**src/rtl/request_encoder_pkg.sv**
```systemverilog
// rtl/request_encoder_pkg.sv - shared widths and FSM state type for the request encoder
package request_encoder_pkg;
    localparam int NUM_REQ = 8;
    localparam int CODE_W  = 3;

    typedef enum logic {
        IDLE  = 1'b0,
        VALID = 1'b1
    } state_t;
endpackage

```
**src/rtl/lowest_index_encoder_8_3.sv**
```systemverilog
// rtl/lowest_index_encoder_8_3.sv - combinational 8:3 encoder, lowest set bit wins
module lowest_index_encoder_8_3
    import request_encoder_pkg::*;
(
    input  logic [NUM_REQ-1:0] req_vec,
    output logic [CODE_W-1:0]  index,
    output logic               any_set
);

    // Scan downward so the last assignment is the lowest set index.
    always_comb begin
        index = '0;
        for (int i = NUM_REQ - 1; i >= 0; i--) begin
            if (req_vec[i]) begin
                index = CODE_W'(i);
            end
        end
    end

    assign any_set = |req_vec;

endmodule

```
**src/rtl/request_encoder_ctrl.sv**
```systemverilog
// rtl/request_encoder_ctrl.sv - sticky request capture, priority grant with ready/timeout handshake
// Optional Mask_In port enabled by defining REQUEST_ENCODER_MASK_EN.
module request_encoder_ctrl
    import request_encoder_pkg::*;
#(
    parameter int MAX_WAIT = 15
)
(
    input  logic               Clock_In,
    input  logic               Reset_n_In,
    input  logic               Enable_In,
    input  logic               Data_0_In,
    input  logic               Data_1_In,
    input  logic               Data_2_In,
    input  logic               Data_3_In,
    input  logic               Data_4_In,
    input  logic               Data_5_In,
    input  logic               Data_6_In,
    input  logic               Data_7_In,
`ifdef REQUEST_ENCODER_MASK_EN
    input  logic [NUM_REQ-1:0] Mask_In,
`endif
    input  logic               Ready_In,
    output logic               Valid_Out,
    output logic [CODE_W-1:0]  Encoded_Value_Out,
    output logic [NUM_REQ-1:0] Pending_Out,
    output logic               Timeout_Out
);

    localparam logic [7:0] WAIT_LAST = 8'(MAX_WAIT - 1);

    state_t              state_q, state_d;
    logic [NUM_REQ-1:0]  pending_q, pending_d;
    logic [NUM_REQ-1:0]  req_in, eligible, clr;
    logic [CODE_W-1:0]   code_q, code_d, win_idx;
    logic [7:0]          wait_q, wait_d;
    logic                timeout_q, timeout_d;
    logic                win_any;

    assign req_in = {Data_7_In, Data_6_In, Data_5_In, Data_4_In,
                     Data_3_In, Data_2_In, Data_1_In, Data_0_In};

`ifdef REQUEST_ENCODER_MASK_EN
    assign eligible = pending_q & ~Mask_In;
`else
    assign eligible = pending_q;
`endif

    lowest_index_encoder_8_3 u_enc (
        .req_vec (eligible),
        .index   (win_idx),
        .any_set (win_any)
    );

    always_comb begin
        state_d   = state_q;
        code_d    = code_q;
        wait_d    = wait_q;
        timeout_d = 1'b0;
        clr       = '0;
        case (state_q)
            IDLE: begin
                if (Enable_In && win_any) begin
                    state_d = VALID;
                    code_d  = win_idx;
                    wait_d  = 8'd0;
                end
            end
            VALID: begin
                // Ready on the final wait cycle is an accept, not a timeout.
                if (Ready_In || (wait_q == WAIT_LAST)) begin
                    clr       = NUM_REQ'(1) << code_q;
                    timeout_d = ~Ready_In;
                    state_d   = IDLE;
                    code_d    = '0;
                    wait_d    = 8'd0;
                end else begin
                    wait_d = wait_q + 8'd1;
                end
            end
            default: begin
                state_d = IDLE;
                code_d  = '0;
            end
        endcase
        // New capture is OR-ed after the clear so a same-edge set wins.
        pending_d = (pending_q & ~clr) | (Enable_In ? req_in : '0);
    end

    always_ff @(posedge Clock_In or negedge Reset_n_In) begin
        if (!Reset_n_In) begin
            state_q   <= IDLE;
            pending_q <= '0;
            code_q    <= '0;
            wait_q    <= 8'd0;
            timeout_q <= 1'b0;
        end else begin
            state_q   <= state_d;
            pending_q <= pending_d;
            code_q    <= code_d;
            wait_q    <= wait_d;
            timeout_q <= timeout_d;
        end
    end

    assign Valid_Out         = (state_q == VALID);
    assign Encoded_Value_Out = code_q;
    assign Pending_Out       = pending_q;
    assign Timeout_Out       = timeout_q;

endmodule
```
**config.mk**
```make
export PLATFORM = sky130hd
export DESIGN_NAME = request_encoder_ctrl
export DESIGN_NICKNAME = d
export VERILOG_FILES = /design/src/rtl/request_encoder_pkg.sv /design/src/rtl/lowest_index_encoder_8_3.sv /design/src/rtl/request_encoder_ctrl.sv
export SDC_FILE = /design/constraint.sdc
export NUM_CORES = 1
export LEC_CHECK = 0
export CAP_MARGIN = 20
export CORE_MARGIN = 5
export CORE_UTILIZATION = 35
export CTS_BUF_LIST = sky130_fd_sc_hd__clkbuf_8
export DETAILED_ROUTE_END_ITERATION = 8
export GPL_ROUTABILITY_DRIVEN = 0
export PLACE_DENSITY = 0.62
export SYNTH_ARGS = -nofsm -noshare
export SYNTH_HDL_FRONTEND = slang
export SYNTH_SLANG_ARGS = --single-unit
```
**constraint.sdc**
```tcl
create_clock -name Clock_In -period 4 [get_ports Clock_In]
set_clock_uncertainty 0.1 [all_clocks]
set_input_delay 0.6 -clock Clock_In [delete_from_list [all_inputs] [get_ports Clock_In]]
set_output_delay 0.6 -clock Clock_In [all_outputs]
set_load 0.02 [all_outputs]
```
**After elaboration in Yosys (flattened, before gate mapping)**

Cells that the tools add are included.

- Shift-type cells: 1
- Bitwise logic cells: 5
- Add/sub/neg operators: 1
- Multiplexer cells: 22
- Reductions and logical operators: 4
- Equality and inequality tests: 3

Operator list:

| kind | number |
|---|---|
| 8-bit 2-to-1 mux | 5 |
| 3-bit 2-to-1 mux | 10 |
| 8-bit one-hot mux with 2 select lines | 1 |
| 8-bit by 1-bit adder with 8-bit output (second input constant) | 1 |
| 8-bit AND | 1 |
| 8-bit by 4-bit equality test with 1-bit output (second input constant) | 1 |
| 8-bit NOT | 1 |
| 8-bit bitwise OR | 1 |
| 8-bit OR reduction | 1 |
| 1-bit by 3-bit left shift with 8-bit output (first input constant) | 1 |
| 3-bit one-hot mux with 2 select lines | 1 |
| 1-bit 2-to-1 mux | 4 |
| 2-bit by 1-bit inequality test with 1-bit output (second input constant) | 1 |
| 2-bit inequality test (second input constant) | 1 |
| 1-bit NOT | 2 |
| 1-bit one-hot mux with 2 select lines | 1 |
| 2-bit AND reduction | 1 |
| 1-bit logical AND | 1 |
| 1-bit logical OR | 1 |

- Register bits after elaboration: 21
- Input port bits: 12
- Output and inout port bits: 13
- Word-level logic and storage cells: 41

**Logic depth before layout (Yosys ltp)**

Gate-level depths: netlist (run 1).

- Depth after elaboration: 10
- Gate-level depth with buffers: 7
- Gate-level depth less buffers: 6

**Cells and area by module**

From an unflattened synthesis (run 1), not the netlist that was laid out.

- Cells, all modules: 122
- Area total of the unflattened synthesis: 1127.3 sq um

By module, submodules not included:

| module | seq. area each (sq um) | area an instance (sq um) | cells each | times used |
|---|---|---|---|---|
| request_encoder_ctrl | 525.5 | 1046.0 | 109 | 1 |
| lowest_index_encoder_8_3 | 0.0 | 81.3 | 13 | 1 |

**Least setup slack after synthesis (run 1)**

Ideal clock, no wire load.

- Path type: input-to-reg
- From: input port Enable_In
- To: register wait_q[2]
- Setup time: 126 ps
- Cell stages on the path: 5
- Path slack: 2345 ps
- Arrival time: 1429 ps
- Path buffers: 1
- Required time: 3774 ps
- Cell sequence: buf_2 -> inv_1 -> a21oi_1 -> nor2_4 -> a221o_1

- Cells in the longest elaborated chain, start to end: 2

Ends and longest elaborated chain:

| item | line | RTL |
|---|---|---|
| start: declaration | request_encoder_ctrl.sv:11 | `input logic Enable_In,` |
| 1-bit logical AND | request_encoder_ctrl.sv:63 | `if (Enable_In && win_any) begin` |
| 2-bit inequality test (no line) | n/a |  |
| end signal: assignment | request_encoder_ctrl.sv:101 | `wait_q <= wait_d;` |
| end: declaration | request_encoder_ctrl.sv:36 | `logic [7:0] wait_q, wait_d;` |

No other way between the ends.
A chain may end at the register's enable or synchronous reset.

**Worst setup path in the final report (run 1)**

- From: input port Enable_In
- To: register code_q[0] (netlist: Encoded_Value_Out[0])

- Cells in the longest elaborated chain, start to end: 3

Ends and longest elaborated chain:

| item | line | RTL |
|---|---|---|
| 1-bit logical AND | request_encoder_ctrl.sv:63 |  |
| 2-bit inequality test (no line) | n/a |  |
| 2-bit AND reduction (no line) | n/a |  |
| end signal: assignment | request_encoder_ctrl.sv:100 | `code_q <= code_d;` |
| end: declaration | request_encoder_ctrl.sv:35 | `logic [CODE_W-1:0] code_q, code_d, win_idx;` |

No other way between the ends.

==> results of run 1 <==
## logic make-up (layout without fill, tap and decap cells)
logic type	after synthesis	after routing	synth area share
buffers and inverters	11	36	0.0440
adder cells (fa/ha/maj)	2	2	0.0220
AND/OR/NAND/NOR	37	37	0.182
multiplexers	1	1	0.00990
AO/OA/AOI/OAI	49	49	0.281
flip-flops	21	21	0.462
## through the flow
| stage | util | cells | power, mW |
|---|---|---|---|
| floorplan | - | 121 | 0.309 |
| global placement | 0.458 | 185 | 0.361 |
| detailed placement | 0.458 | 185 | 0.362 |
| CTS | 0.472 | 189 | 0.500 |
| global route | 0.481 | 190 | 0.527 |
| finish | 0.481 | 190 | 0.498 |
## per-layer routing
layer,GRT usage,share of wire,vias up
li1,-,-,505
met1,0.168,0.43,511
met2,0.236,0.51,28
met3,0.0438,0.052,2
met4,0.0430,0.0047,0
met5,0,0,-
## path summary, 6_finish.rpt
check,end,cells after the start,slack [ns],from
min in group asynchronous,wait_q[2],1,0.52,Reset_n_In
worst max-delay path,Encoded_Value_Out[0],5,1.71,Enable_In
max in group asynchronous,Pending_Out[2],2,2.88,Reset_n_In
worst max register to register,Pending_Out[5],6,2.08,wait_q[0]
worst min-delay path,wait_q[6],1,0.46,wait_q[6]
worst min register to register,wait_q[6],1,0.46,wait_q[6]
## sequential cells by signal, summed over array words and instances (netlist names)
name	flops
Encoded_Value_Out	3
Pending_Out	8
Timeout_Out	1
Valid_Out	1
wait_q	8
## power breakdown
part	leakage (nW)	internal [mW]	switching, mW
Combinational	0.317	0.0525	0.0579
Sequential	0.250	0.227	0.0235
Clock	0.0269	0.0684	0.0693
Total	0.594	0.347	0.151
## cells in the mapped netlist, types with 2 or more instances
cell type	instances	area [sq um]
a211oi_1	5	37.5
a21o_1	2	15.0
a21o_2	2	17.5
a21oi_1	21	105
a221o_1	2	20.0
a31oi_1	4	25.0
clkbuf_1	2	7.51
dfrtp_1	21	526
ha_1	2	25.0
inv_1	7	26.3
nand2_1	9	33.8
nand2b_1	4	25.0
nand3_1	3	15.0
nor2_1	6	22.5
nor3_1	3	15.0
nor3b_1	2	15.0
nor4_1	2	12.5
o21ai_0	3	15.0
o311ai_0	2	17.5
o31ai_1	2	15.0
or3_1	2	12.5
## placed cells by master, fill, tap and decap left out
cell type,instances
nand4_1,1
o32ai_1,1
nor2_4,1
o311ai_0,2
nor3_1,3
a21o_2,2
dfrtp_1,21
nor2_1,6
nor3b_1,2
a21oi_1,21
o21a_1,1
or3_1,2
clkbuf_8,3
nand2_1,9
buf_16,1
nor4_1,2
o21ai_0,3
and4bb_4,1
a221o_1,2
a2bb2oi_1,1
nand2b_1,4
a2111oi_0,1
clkdlybuf4s50_1,24
o31ai_1,2
o2bb2ai_1,1
nand3_1,3
mux2_2,1
or2_2,1
inv_1,8
and2_4,1
a21o_1,2
a211oi_1,5
ha_1,2
a211o_1,1
nor2b_1,1
a31oi_1,4
## area by class of cell
| type | instances | area [sq um] |
|---|---|---|
| clock inverter | 1 | 3.75 |
| multi-input combinational | 89 | 562 |
| clock buffer | 3 | 41.3 |
| inverter | 7 | 26.3 |
| timing repair buffer | 25 | 268 |
| fill | 307 | 1600 |
| tap | 44 | 55.1 |
| sequential | 21 | 526 |
==> results by group, run 1 <==
Timing
  • Fin Setup TNS: 0 ns
  • Post-layout worst setup margin: 1.71 ns
  • Fin. max-slew vios: 0
  • Peak Freq: 436 MHz
  • Worst-margin pin slew: approximately 0.6 ns
  • RSZ-0062 raised after global routing: no
  • Slew headroom: 0.605
  • Final period utilization: 0.574
  • Fin Hold WS: 0.458 ns
  • Fin crit period: 2.29 ns
  • Final setup fails: 0
  • Hold Fails Final Rpt: 0

GRT
  • Vias in the first global route: approximately 1,100
  • Initial antenna violation count: 0
  • First-pass GRT wire length: about 4.8 mm
  • Largest net degree at the start of global routing: 22
  • Global route total overflow: 0
  • Total global-route track usage: 0.140

Setup path
  • CP required: 4.07 ns
  • Crit path buffers/inverters: 2
  • Delay-heaviest family, CP: buffers and inverters
  • Data arrival, critical path: approximately 2.4 ns
  • Crit-path max cell delay: approximately 0.85 ns
  • CP max stage cell: clkdlybuf4s50_1
  • Crit-path cells: clkdlybuf4s50_1 > inv_1 > a211oi_1 > o311ai_0 > o31ai_1
  • CP Class: input port to flop
  • Max Fanout on Critical Path: 19
  • Critical Path Source Type: input port
  • CP endpoint kind: flop

Logic synthesis
  • Synth Register Bits: 21
  • Ys Warns: 0
  • Seq/Total Area, Yosys: 0.462
  • Number of synthesized flops with an enable pin: 0
  • Syn Area/Cell: 9.40 sq um
  • Fraction of registers with async set/reset: 1.00
  • Synthesized instance count: between 100 and 150
  • Net Count, Synth: around 140
  • Dominant synthesized flop cell: dfrtp_1
  • Synth unique cells: 36
  • Mapped cell area: around 0.0011 sq mm

Clocking
  • Clock slew at reported path FFs: 0.08 ns
  • Clock tree from TritonCTS: yes
  • Latest clock arrival within the worst-skew pair: roughly 0.26 ns
  • CTS max path bufs: 2
  • Post CTS Setup Buffer Count: 0
  • Post-CTS sizing: 0
  • CTS root buf: clkbuf_8
  • Hold buffer count at CTS: 0
  • CTS sink cnt: 21
  • H-Tree Depth: 1
  • CTS buffer count: 3

Pwr
  • Max IR drop VDD: between 150 and 200 uV
  • Leak pwr: 0.594 nW
  • PwrDens: 336 mW/mm^2

Outcome
  • Status: finished clean

Floorplan
  • Chip Width: around 67 um
  • Core ar.: a little over 0.003 sq mm
  • Initial Util: 0.370
  • Rows: 20
  • Die area: roughly 0.0045 sq mm
  • Die Y: 67.0 um
  • IO Pins: 25

Min path
  • Worst hold path type: flop to flop

Finish
  • Syn-to-layout area delta: 30.3%
  • Final nets: around 160
  • Fin area: ~0.0015 sq mm
  • ANT cells: 0
  • Share of cells above drive strength 1: 0.0753

Place
  • Setup Slack @ Placement: approximately 1.4 ns
  • Port buffer count: 24
  • Placed cell areas: 0.00141 sq mm
  • DP Wirelength: ~2.0 mm

Detailed routing
  • Initial DRT Pass Iterations: 4
  • Drt drc: 0
  • Antenna Violating Nets Remaining: 0
  • DR iter-0 viols: ~120
  • Drt wl/cell: approximately 15 um
  • Vias: ~1,000
  • Total Routed Length: about 2.8 mm
  • DR vias/cell: 5.51

Run
  • Max-Cap Viols: 0
No activity file was read; power rests on OpenSTA's default activity.
==> run 2, diff against run 1 <==
PLACE_DENSITY = 0.64   (was 0.62)
clock period = 2 ns   (was 4 ns; I/O delays follow)
==> run 2 against run 1 <==
Sequential share of layout area is 0.27 points lower. Core utilization is 0.37 points higher. Combinational power is 100% higher. Hold slack worse by 0.17 ns. Largest power group unchanged. Highest routed layer unchanged.
==> results by group, run 2 (synthesized netlist as in run 1, its figures left out) <==
Timing
  • Final period utilization: 0.898
  • Worst-margin pin slew: 0.522 ns (-0.0682 ns)
  • Final setup fails: 0 (unchanged)
  • Hold Fails Final Rpt: 0 (unchanged)
  • Peak Freq: ~560 MHz
  • Fin Setup TNS: 0 ns (unchanged)
  • Slew headroom: 0.650 (+0.0446)
  • Fin. max-slew vios: 0 (unchanged)
  • RSZ-0062 raised after global routing: no
  • Fin crit period: between 1.5 and 2 ns

Detailed routing
  • WL met2: 1.36 mm (-4.2%)
  • Top Layer Used: met4
  • WL met1: 1.29 mm (+7.7%)
  • Antenna Violating Nets Remaining: 0 (unchanged)
  • Drt drc: 0 (unchanged)
  • DR iter-0 viols: 94 (-24%)
  • Total Routed Length: 2.81 mm (+1.5%)
  • Met3 routed WL: 155 um (+8.4%)
  • Vias: 1,027 (-1.8%)
  • DR vias/cell: 5.29 (-3.8%)
  • Initial DRT Pass Iterations: 4 (unchanged)
  • Drt wl/cell: 14.5 um (-0.58%)

Clocking
  • CTS max path bufs: 2 (unchanged)
  • CTS buffer count: 3 (unchanged)
  • Clock tree from TritonCTS: yes
  • CTS sink cnt: 21 (unchanged)
  • Clock slew at reported path FFs: 0.08 ns (about the same)
  • H-Tree Depth: 1 (unchanged)
  • Latest clock arrival within the worst-skew pair: 0.26 ns (about the same)
  • CTS root buf: clkbuf_8

Finish
  • Syn-to-layout area delta: 31.2%
  • Most common cell after layout, fill and taps aside: clkdlybuf4s50_1
  • Fillers: 284 (-7.5%)
  • Share of cells above drive strength 1: 0.107 (+0.0313)
  • Final nets: 165 (+2.5%)
  • Commonest non-fill, non-tap cells in the layout: clkdlybuf4s50_1, dfrtp_1, a21oi_1, nand2_1, inv_1
  • ANT cells: 0 (unchanged)

GRT
  • Vias in the first global route: 1,121 (+1.9%)
  • Total global-route track usage: 0.144 (+0.00397)
  • Initial antenna violation count: 0 (unchanged)
  • First-pass GRT wire length: 5.00 mm (+3.3%)
  • Global route total overflow: 0 (unchanged)
  • Largest net degree at the start of global routing: 22 (unchanged)

Setup path
  • Delay-heaviest family, CP: buffers and inverters
  • Crit-path cells: clkdlybuf4s50_1
  • CP endpoint kind: output pin
  • CP required: 1.60 ns (-2.47 ns)
  • R2R setup slack: 0.23 ns (-1.85 ns)
  • Data arrival, critical path: 1.40 ns (-0.97 ns)
  • Reg2reg end: wait_q[7]
  • R2r startpoint: wait_q[0]
  • CP Class: flop to output pin
  • Critical Path Source Type: flop
  • Worst R2R Path Depth: 6 (unchanged)
  • Crit-path max cell delay: 0.65 ns (-0.20 ns)
  • Crit path buffers/inverters: 1 (-1)
  • Max Fanout on Critical Path: 7 (-12)
  • CP max stage cell: clkdlybuf4s50_1

Pwr
  • PwrDens: 666 mW/mm^2 (+98%)
  • Total power: 995 uW (+100%)
  • Leak pwr: 0.607 nW (+2.2%)
  • Max IR drop VDD: 456 uV (+180%)

Floorplan
  • IO Pins: 25 (unchanged)
  • Initial Util: 0.370 (unchanged)
  • Die Y: 67.0 um (unchanged)
  • Die area: 0.00449 sq mm (unchanged)
  • Chip Width: 67.0 um (unchanged)
  • Rows: 20 (unchanged)
  • Core ar.: 0.00308 sq mm (unchanged)

Outcome
  • Status: finished clean

Place
  • DP Wirelength: 2.10 mm (+3.7%)
  • Port buffer count: 24 (unchanged)

Min path
  • Worst hold path type: input port to async pin

Run
  • Max-Cap Viols: 0 (unchanged)
[run 2: changes by cell type in the layout (fill, tap and decap cells not counted), sizes merged]
cell / previous run / this run
buf: 1 / 5
[run 2: routing by layer]
layer / GRT usage / vias to the layer above
met1: 0.172 / 482
met3: 0.0523 / 2
met5: 0 / -
met2: 0.243 / 33
li1: - / 510
met4: 0.0329 / 0
[run 2: power by group]
part / internal [mW] / switching [mW] / leakage [nW]
Clock: 0.137 / 0.137 / 0.0269
Sequential: 0.453 / 0.0474 / 0.250
Combinational: 0.104 / 0.117 / 0.330
[run 2: area by class of cell]
class	instances	area (sq um)	area share
inverters	7	26.3	0.0176
well taps	44	55.1	0.0369
flip-flops and latches	21	526	0.352
multi-input cells	89	563	0.377
repair buffers	29	278	0.186
clock buffers	3	41.3	0.0277
clock inverters	1	3.75	0.00251
[run 2: timing repair]
item	4_1_cts	5_1_grt
hold buffers	0	0
gates resized for setup	0	1
setup endpoints to repair	0	10
setup buffers	0	0
hold endpoints to repair	0	0
[run 2: stage by stage]
step            util  hold WS (ns)  instances  setup WS [ns]  area (sq um)
2_1_floorplan      -       -0.0956        121          0.364          1140
3_3_place_gp   0.470         0.441        190          0.177          1450
3_5_place_dp   0.470         0.436        190          0.148          1450
4_1_cts        0.485         0.304        194          0.125          1490
5_1_grt        0.485         0.319        194         0.0510          1490
6_report       0.485         0.290        194          0.204          1490
[run 2: how the worst max path moves through the flow]
stage,to,cells after the start,slack [ns],startpoint
global route,wait_q[2],6,0.05,wait_q[0]
finish,Valid_Out,1,0.20,Valid_Out
global placement,Encoded_Value_Out[0],5,0.18,Enable_In
floorplan,Valid_Out,3,0.36,Pending_Out[3]
detailed placement,Encoded_Value_Out[1],5,0.15,Enable_In
CTS,Pending_Out[5],6,0.12,wait_q[0]
==> run 3, diff against run 2 <==
ABC_CLOCK_PERIOD_IN_PS = 2000   (was default)
CORE_MARGIN = default   (was 5)
CORE_UTILIZATION = 45   (was 35)
PLACE_DENSITY = 0.78   (was 0.64)
==> run 3 against run 2 <==
Clock power is 4% higher. Non-clock buffer count is 1 lower. Sequential cell count stayed put. Core utilization is 15 points higher. Sequential share of layout area is 0.63 points higher. Global-route usage is 6.7 points higher. Count of clock-buffer cells in the layout stayed put. Critical path type is now flop to flop. Largest power group unchanged.
==> results by group, run 3 (synthesized netlist as in run 1, its figures left out) <==
Detailed routing
  • Drt wl/cell: 14.4 um (-0.65%)
  • Drt drc: 0 (unchanged)
  • Vias: 1,026 (-0.097%)
  • DR vias/cell: 5.80 (+9.5%)
  • DR iter-0 viols: 23 (-76%)
  • Total Routed Length: 2.55 mm (-9.4%)
  • Initial DRT Pass Iterations: 4 (unchanged)
  • Antenna Violating Nets Remaining: 0 (unchanged)

Pwr
  • Leak pwr: 0.601 nW (-0.92%)
  • Total power: 1.00 mW (+0.66%)
  • PwrDens: 683 mW/mm^2 (+2.5%)
  • Max IR drop VDD: 429 uV (-6.0%)

Timing
  • Hold Fails Final Rpt: 0 (unchanged)
  • Peak Freq: 544 MHz (-2.2%)
  • Fin Setup TNS: 0 ns (unchanged)
  • Final setup fails: 0 (unchanged)
  • RSZ-0062 raised after global routing: no
  • Worst-margin pin slew: 0.508 ns (-0.0146 ns)
  • Fin. max-slew vios: 0 (unchanged)
  • Post-layout worst setup margin: 0.163 ns (-0.0410 ns)
  • Fin crit period: 1.84 ns (+0.0410 ns)
  • Final period utilization: 0.919 (+0.0205)
  • Slew headroom: 0.659 (+0.00872)

GRT
  • Total global-route track usage: 0.210 (+0.0666)
  • Global route total overflow: 0 (unchanged)
  • Vias in the first global route: 892 (-20%)
  • Largest net degree at the start of global routing: 22 (unchanged)
  • Initial antenna violation count: 0 (unchanged)
  • First-pass GRT wire length: 4.08 mm (-18%)

Clocking
  • CTS root buf: clkbuf_8
  • CTS max path bufs: 2 (unchanged)
  • H-Tree Depth: 1 (unchanged)
  • Clock slew at reported path FFs: 0.08 ns (about the same)
  • Hold buffer count at CTS: 0 (unchanged)
  • Latest clock arrival within the worst-skew pair: 0.26 ns (about the same)
  • Post-CTS sizing: 0 (unchanged)
  • CTS sink cnt: 21 (unchanged)
  • Post CTS Setup Buffer Count: 0 (unchanged)
  • CTS buffer count: 3 (unchanged)
  • Clock tree from TritonCTS: yes

Setup path
  • Max Fanout on Critical Path: 5 (-2)
  • CP max stage cell: dfrtp_1
  • CP required: 2.05 ns (+0.45 ns)
  • Crit-path cells: inv_1 > ha_1 > nor3b_1 > and2_4 > nor2_1 > a221o_1
  • CP Class: flop to flop
  • Data arrival, critical path: 1.89 ns (+0.49 ns)
  • CP endpoint kind: flop
  • Crit-path max cell delay: 0.43 ns (-0.22 ns)
  • Critical Path Source Type: flop

Place
  • Setup Slack @ Placement: 0.109 ns (-0.0398 ns)
  • Port buffer count: 24 (unchanged)
  • DP Wirelength: 1.88 mm (-10%)
  • Placed cells: 173 (-8.9%)

Finish
  • Fin cells: 177 (-8.8%)
  • Commonest non-fill, non-tap cells in the layout: clkdlybuf4s50_1, dfrtp_1, a21oi_1, nand2_1, inv_1
  • Layout Utilization: 0.638 (+0.153)
  • Share of cells above drive strength 1: 0.107 (+0.000716)
  • ANT cells: 0 (unchanged)
  • Final nets: 164 (-0.61%)
  • Most common cell after layout, fill and taps aside: clkdlybuf4s50_1
  • Syn-to-layout area delta: 28.9%

Floorplan
  • Core ar.: 0.00230 sq mm (-25%)
  • Rows: 17 (-15%)
  • Die area: 0.00273 sq mm (-39%)
  • Die Y: 52.3 um (-22%)
  • Initial Util: 0.495 (+0.126)
  • Chip Width: 52.3 um (-22%)
  • IO Pins: 25 (unchanged)

Outcome
  • Status: finished clean

Min path
  • Worst hold path type: input port to async pin

Run
  • Max-Cap Viols: 0 (unchanged)
==> run 3: final timing paths <==
kind,slack (ns),startpoint,end,depth (start not counted)
worst max-delay path,0.16,wait_q[0],wait_q[2],6
worst min-delay path,0.28,Reset_n_In,Pending_Out[5],2
worst max register to register,0.16,wait_q[0],wait_q[2],6
worst min register to register,0.45,wait_q[7],wait_q[7],1
max in group asynchronous,1.31,Reset_n_In,wait_q[0],2
min in group Clock_In,0.45,wait_q[7],wait_q[7],1
==> run 3: stage by stage <==
| step | area [sq um] | hold WS (ns) |
|---|---|---|
| finish | 1470 | 0.278 |
| global route | 1470 | 0.300 |
| CTS | 1470 | 0.286 |
| detailed placement | 1420 | 0.436 |
| global placement | 1420 | 0.429 |
| floorplan | 1140 | -0.0956 |
==> run 3: per-layer routing <==
metal	global-route usage	share of wire
met1	0.286	0.47
met2	0.316	0.46
met3	0.0377	0.051
met4	0.110	0.013
met5	0	0
==> run 3: final cells by class <==
class,instances,area (sq um)
multi-input combinational,89,563
sequential,21,526
timing repair buffer,28,270
clock inverter,1,5.00
clock buffer,3,41.3
inverter,7,26.3
fill,193,831
tap,28,35.0
==> run 3: critical path, delay by kind of cell (launching register included) <==
kind / cells / cell delay (ns)
compound gates: 1 / 0.33
fa+ha+maj: 1 / 0.13
buf+inv: 1 / 0.08
flops: 1 / 0.43
simple gates: 3 / 0.65
==> run 3: power breakdown <==
group	leakage (nW)	switching, mW	internal, mW
Sequential	0.250	0.0465	0.453
Combinational	0.325	0.114	0.103
Clock	0.0255	0.146	0.139
Total	0.601	0.307	0.695
==> RTL edit 1: new RTL, settings of run 3 <==
Build with the macro `REQUEST_ENCODER_MASK_EN` defined.
--- a/src/rtl/request_encoder_ctrl.sv
+++ b/src/rtl/request_encoder_ctrl.sv
@@ -1,4 +1,6 @@
 // rtl/request_encoder_ctrl.sv - sticky request capture, priority grant with ready/timeout handshake
 // Optional Mask_In port enabled by defining REQUEST_ENCODER_MASK_EN.
+`define REQUEST_ENCODER_MASK_EN
+
 module request_encoder_ctrl
     import request_encoder_pkg::*;
Ports: changed (added Mask_In); port bits go from 25 to 33. No check against the original RTL was run, so the function may have changed too.
==> RTL edit 1 against run 3 <==
Via count rose by 13%; final area rose by 17%; synthesized cell count increased by 9.1%; final cell count rose by 15%; setup slack got worse by 0.048 ns; synthesized area grew 11%; die area increased by 11%; wire length increased by 21%; critical path type unchanged; power up 21%; worst hold slack improved by 0.0062 ns; sequential cell count is the same.
==> RTL edit 1: results <==
[power_and_ir_drop]
ir_drop_mv = 0.4334
leakage_nw = 0.6901

[clock_tree]
post_cts_buffers = 0
cts_repair_resize_count = 0
htree_levels = 1
clockBufferDepth = 2
cts_buffers = 3
clock_latency_ns = 0.26
cts.root.buffer_cell = "clkbuf_8"
cts.clk_slew.worst_paths_ns = 0.08

[setup_path]
arrival_ns = 1.94
ff2ff_path_depth = 6
cp_max_fo = 6
path_delay_family = "simple AND/OR/NAND/NOR gates"
start_kind = "flip-flop"
worstReg2RegStart = "wait_q[0]"
cpPeakStageDelay_ns = 0.51
slowest_stage = "or4b_1"
endpoint = "Pending_Out[1]"
rrSetupSlack_ns = 0.12

[timing]
min_period_ns = 1.885
relSlewSlack_pct = 69.55
hold_slack_ns = 0.2844

[detailed_routing]
wirelength_um = 3089
first_iter_violations = 40
routedWlPerCell_um = 15.22
via_per_inst = 5.700
drt_first_pass_iters = 4

[finish]
diodes = 0
drive_gt1_share_pct = 13.87
nets = 196

[logic_synthesis]
synthArstFlopShare_pct = 100.0
syn_nets = 154
synthTopCellsByCount = "dfrtp_1, nand2_1, o21ai_0"
yosysSeqAreaShare_pct = 41.54
yosys_warnings = 0
synthTopCellsByArea = "dfrtp_1, nand2_1, nand2b_1"
synth_cells = 132
ys_types = 42

[placed_design]
dpl.hpwl_um = 2298
post-place-ws_ns = -0.1318
dpl-instance-area_sq_um = 1673
portBuffers = 32

[worst_hold_path]
min_path_type = "input port to asynchronous set/reset pin"

[grt]
grt_pass1_vias = 1149
track_usage_pct = 24.53
grt_start_max_net_pins = 22
antenna_found_initial = 0
grt_pass1_wl_um = 5140

[status]
status = "finished, final reports clean"
[RTL edit 1: changes by cell type after synthesis, moves of 4 or more]
cell      delta
nand2b_1     +5
nor2b_1      +6
o21ai_0      +7
a31oi_1      -4
a211oi_1     -4
nand2_1      +9
a21oi_1     -20
[RTL edit 1: per-layer routing]
metal,vias to the layer above,global-route usage (%),part of all wire (%)
met5,-,0,0
met3,7,2.459,7.1
met1,544,35.48,45
li1,556,-,-
met4,0,12.50,2.0
met2,50,35.94,46
[RTL edit 1: layout make-up]
cell class | count | area [sq um]
Fill cell | 213 | 848.3
Multi-Input combinational cell | 98 | 681.9
Sequential cell | 21 | 525.5
Timing Repair Buffer | 43 | 402.9
Clock buffer | 3 | 41.29
Tap cell | 30 | 37.54
Inverter | 7 | 26.28
Clock inverter | 1 | 3.754
[RTL edit 1: report_power, final]
part           switching, mW  internal (mW)  total, mW
Combinational          0.189          0.212      0.402
Sequential            0.0616          0.469      0.530
Clock                  0.144          0.137      0.281
Total                  0.394          0.818       1.21
[RTL edit 1: kinds of logic (layout without fill, tap and decap cells)]
| logic type | Yosys count | count (layout) | synth area share, % |
|---|---|---|---|
| AND/OR/NAND/NOR | 61 | 61 | 28.88 |
| AO/OA/AOI/OAI | 31 | 31 | 19.88 |
| flip-flops | 21 | 21 | 41.54 |
| buffers and inverters | 13 | 54 | 4.649 |
| multiplexers | 3 | 3 | 2.374 |
| adder cells (fa/ha/maj) | 2 | 2 | 1.978 |
| XOR/XNOR | 1 | 1 | 0.6925 |
==> RTL edit 2: new RTL, config.mk and constraints of run 3 <==
Made on the original files. Register the output `Timeout_Out` once more; this adds one clock of latency there. The other outputs are not delayed to match.
--- a/src/rtl/request_encoder_ctrl.sv
+++ b/src/rtl/request_encoder_ctrl.sv
@@ -107,5 +107,7 @@
     assign Encoded_Value_Out = code_q;
     assign Pending_Out       = pending_q;
-    assign Timeout_Out       = timeout_q;
+    always_ff @(posedge Clock_In) begin
+        Timeout_Out <= timeout_q;
+    end
 
 endmodule
Check against the original RTL: same outputs for any inputs over 10 cycles, from zero or initial values and one cycle with Reset_n_In low; that may be too few to reach the edited logic, so the function may still have changed.
==> RTL edit 2 against run 3 <==
Power is 0.58% higher; wire length is 1.5% higher; sequential share of layout area is 0.83 points higher; setup slack better by 0.0089 ns; sequential cell count is 1 higher; final area is 1.5% higher; synthesized cell count is 0.83% higher; synthesized area is 1.8% higher; global-route usage is 0.60 points lower; utilization is 3.2 points lower; largest cell class unchanged; highest routed layer unchanged.
==> RTL edit 2: results <==
[detailed_routing]
first_iter_violations = 26
via_per_inst = 5.856
drt_first_pass_iters = 4
wirelength_um = 2585

[worst_hold_path]
min_delay_path_depth = 0
hp-start = "timeout_q"
min_path_type = "flip-flop to flip-flop"
hold_path_end = "Timeout_Out"

[finish]
nets = 165
drive_gt1_share_pct = 10.00
nFillCells = 202
final_cells = 180

[grt]
grt_pass1_wl_um = 4140
grt_pass1_vias = 964
grt_start_max_net_pins = 22
track_usage_pct = 20.44

[logic_synthesis]
yosysSeqAreaShare_pct = 47.14
muxShareOfSynthArea_pct = 0.9730
syn_nets = 136
synth_adder_area_share_pct = 2.162
synthTopCellsByCount = "a21oi_1, dfrtp_1, nand2_1"
synthArstFlopShare_pct = 95.45
postSynthAreaPerCell_sq_um = 9.487
ys_types = 37
synthTopCellsByArea = "dfrtp_1, a21oi_1, a211oi_1"
synth_compound_area_share_pct = 27.57

[power_and_ir_drop]
power.switching_mw = 0.2949
ir_drop_mv = 0.5114
seqPwrFrac_pct = 51.6
leakage_nw = 0.6108
powerDensity_nw_per_um2 = 677.0

[clock_tree]
post_cts_buffers = 0
cts.root.buffer_cell = "clkbuf_8"
clockBufferDepth = 2

[status]
status = "finished, final reports clean"

[placed_design]
post-place-ws_ns = 0.05508
dpl-instance-area_sq_um = 1441
dpl.hpwl_um = 1920

[setup_path]
cp_max_fo = 10
cpPeakStageDelay_ns = 0.43
arrival_ns = 1.85
worstReg2RegStart = "wait_q[0]"
ff2ff_path_depth = 6
slowest_stage = "dfrtp_1"
timing.rr.end = "Pending_Out[5]"

[timing]
relSlewSlack_pct = 65.62
hold_slack_ns = 0.2431
min_period_ns = 1.828
## RTL edit 2: cell count changes after synthesis, sizes merged
cell   change
dfxtp      +1
## RTL edit 2: worst register-to-register path, cell delays in order (launching register included)
cell and delay, ns:
dfrtp_1 0.43, inv_1 0.08, ha_1 0.15, nor3b_1 0.33
and2_4 0.22, o21a_2 0.25, a31oi_1 0.15
## RTL edit 2: layout make-up
class | instances | area (sq um) | area share [%]
flip-flops and latches | 22 | 545.5 | 36.67
repair buffers | 28 | 270.3 | 18.17
clock buffers | 3 | 41.29 | 2.775
well taps | 30 | 37.54 | 2.523
inverters | 7 | 26.28 | 1.766
clock inverters | 1 | 3.754 | 0.2523
multi-input cells | 89 | 563.0 | 37.85
## RTL edit 2: per-layer routing
layer / up-vias / routed length, um / global-route usage [%]
met1: 510 / 1258 / 27.75
li1: 515 / - / -
met2: 23 / 1187 / 31.22
met3: 6 / 85 / 3.188
met4: 0 / 53 / 10.09
met5: - / 0 / 0
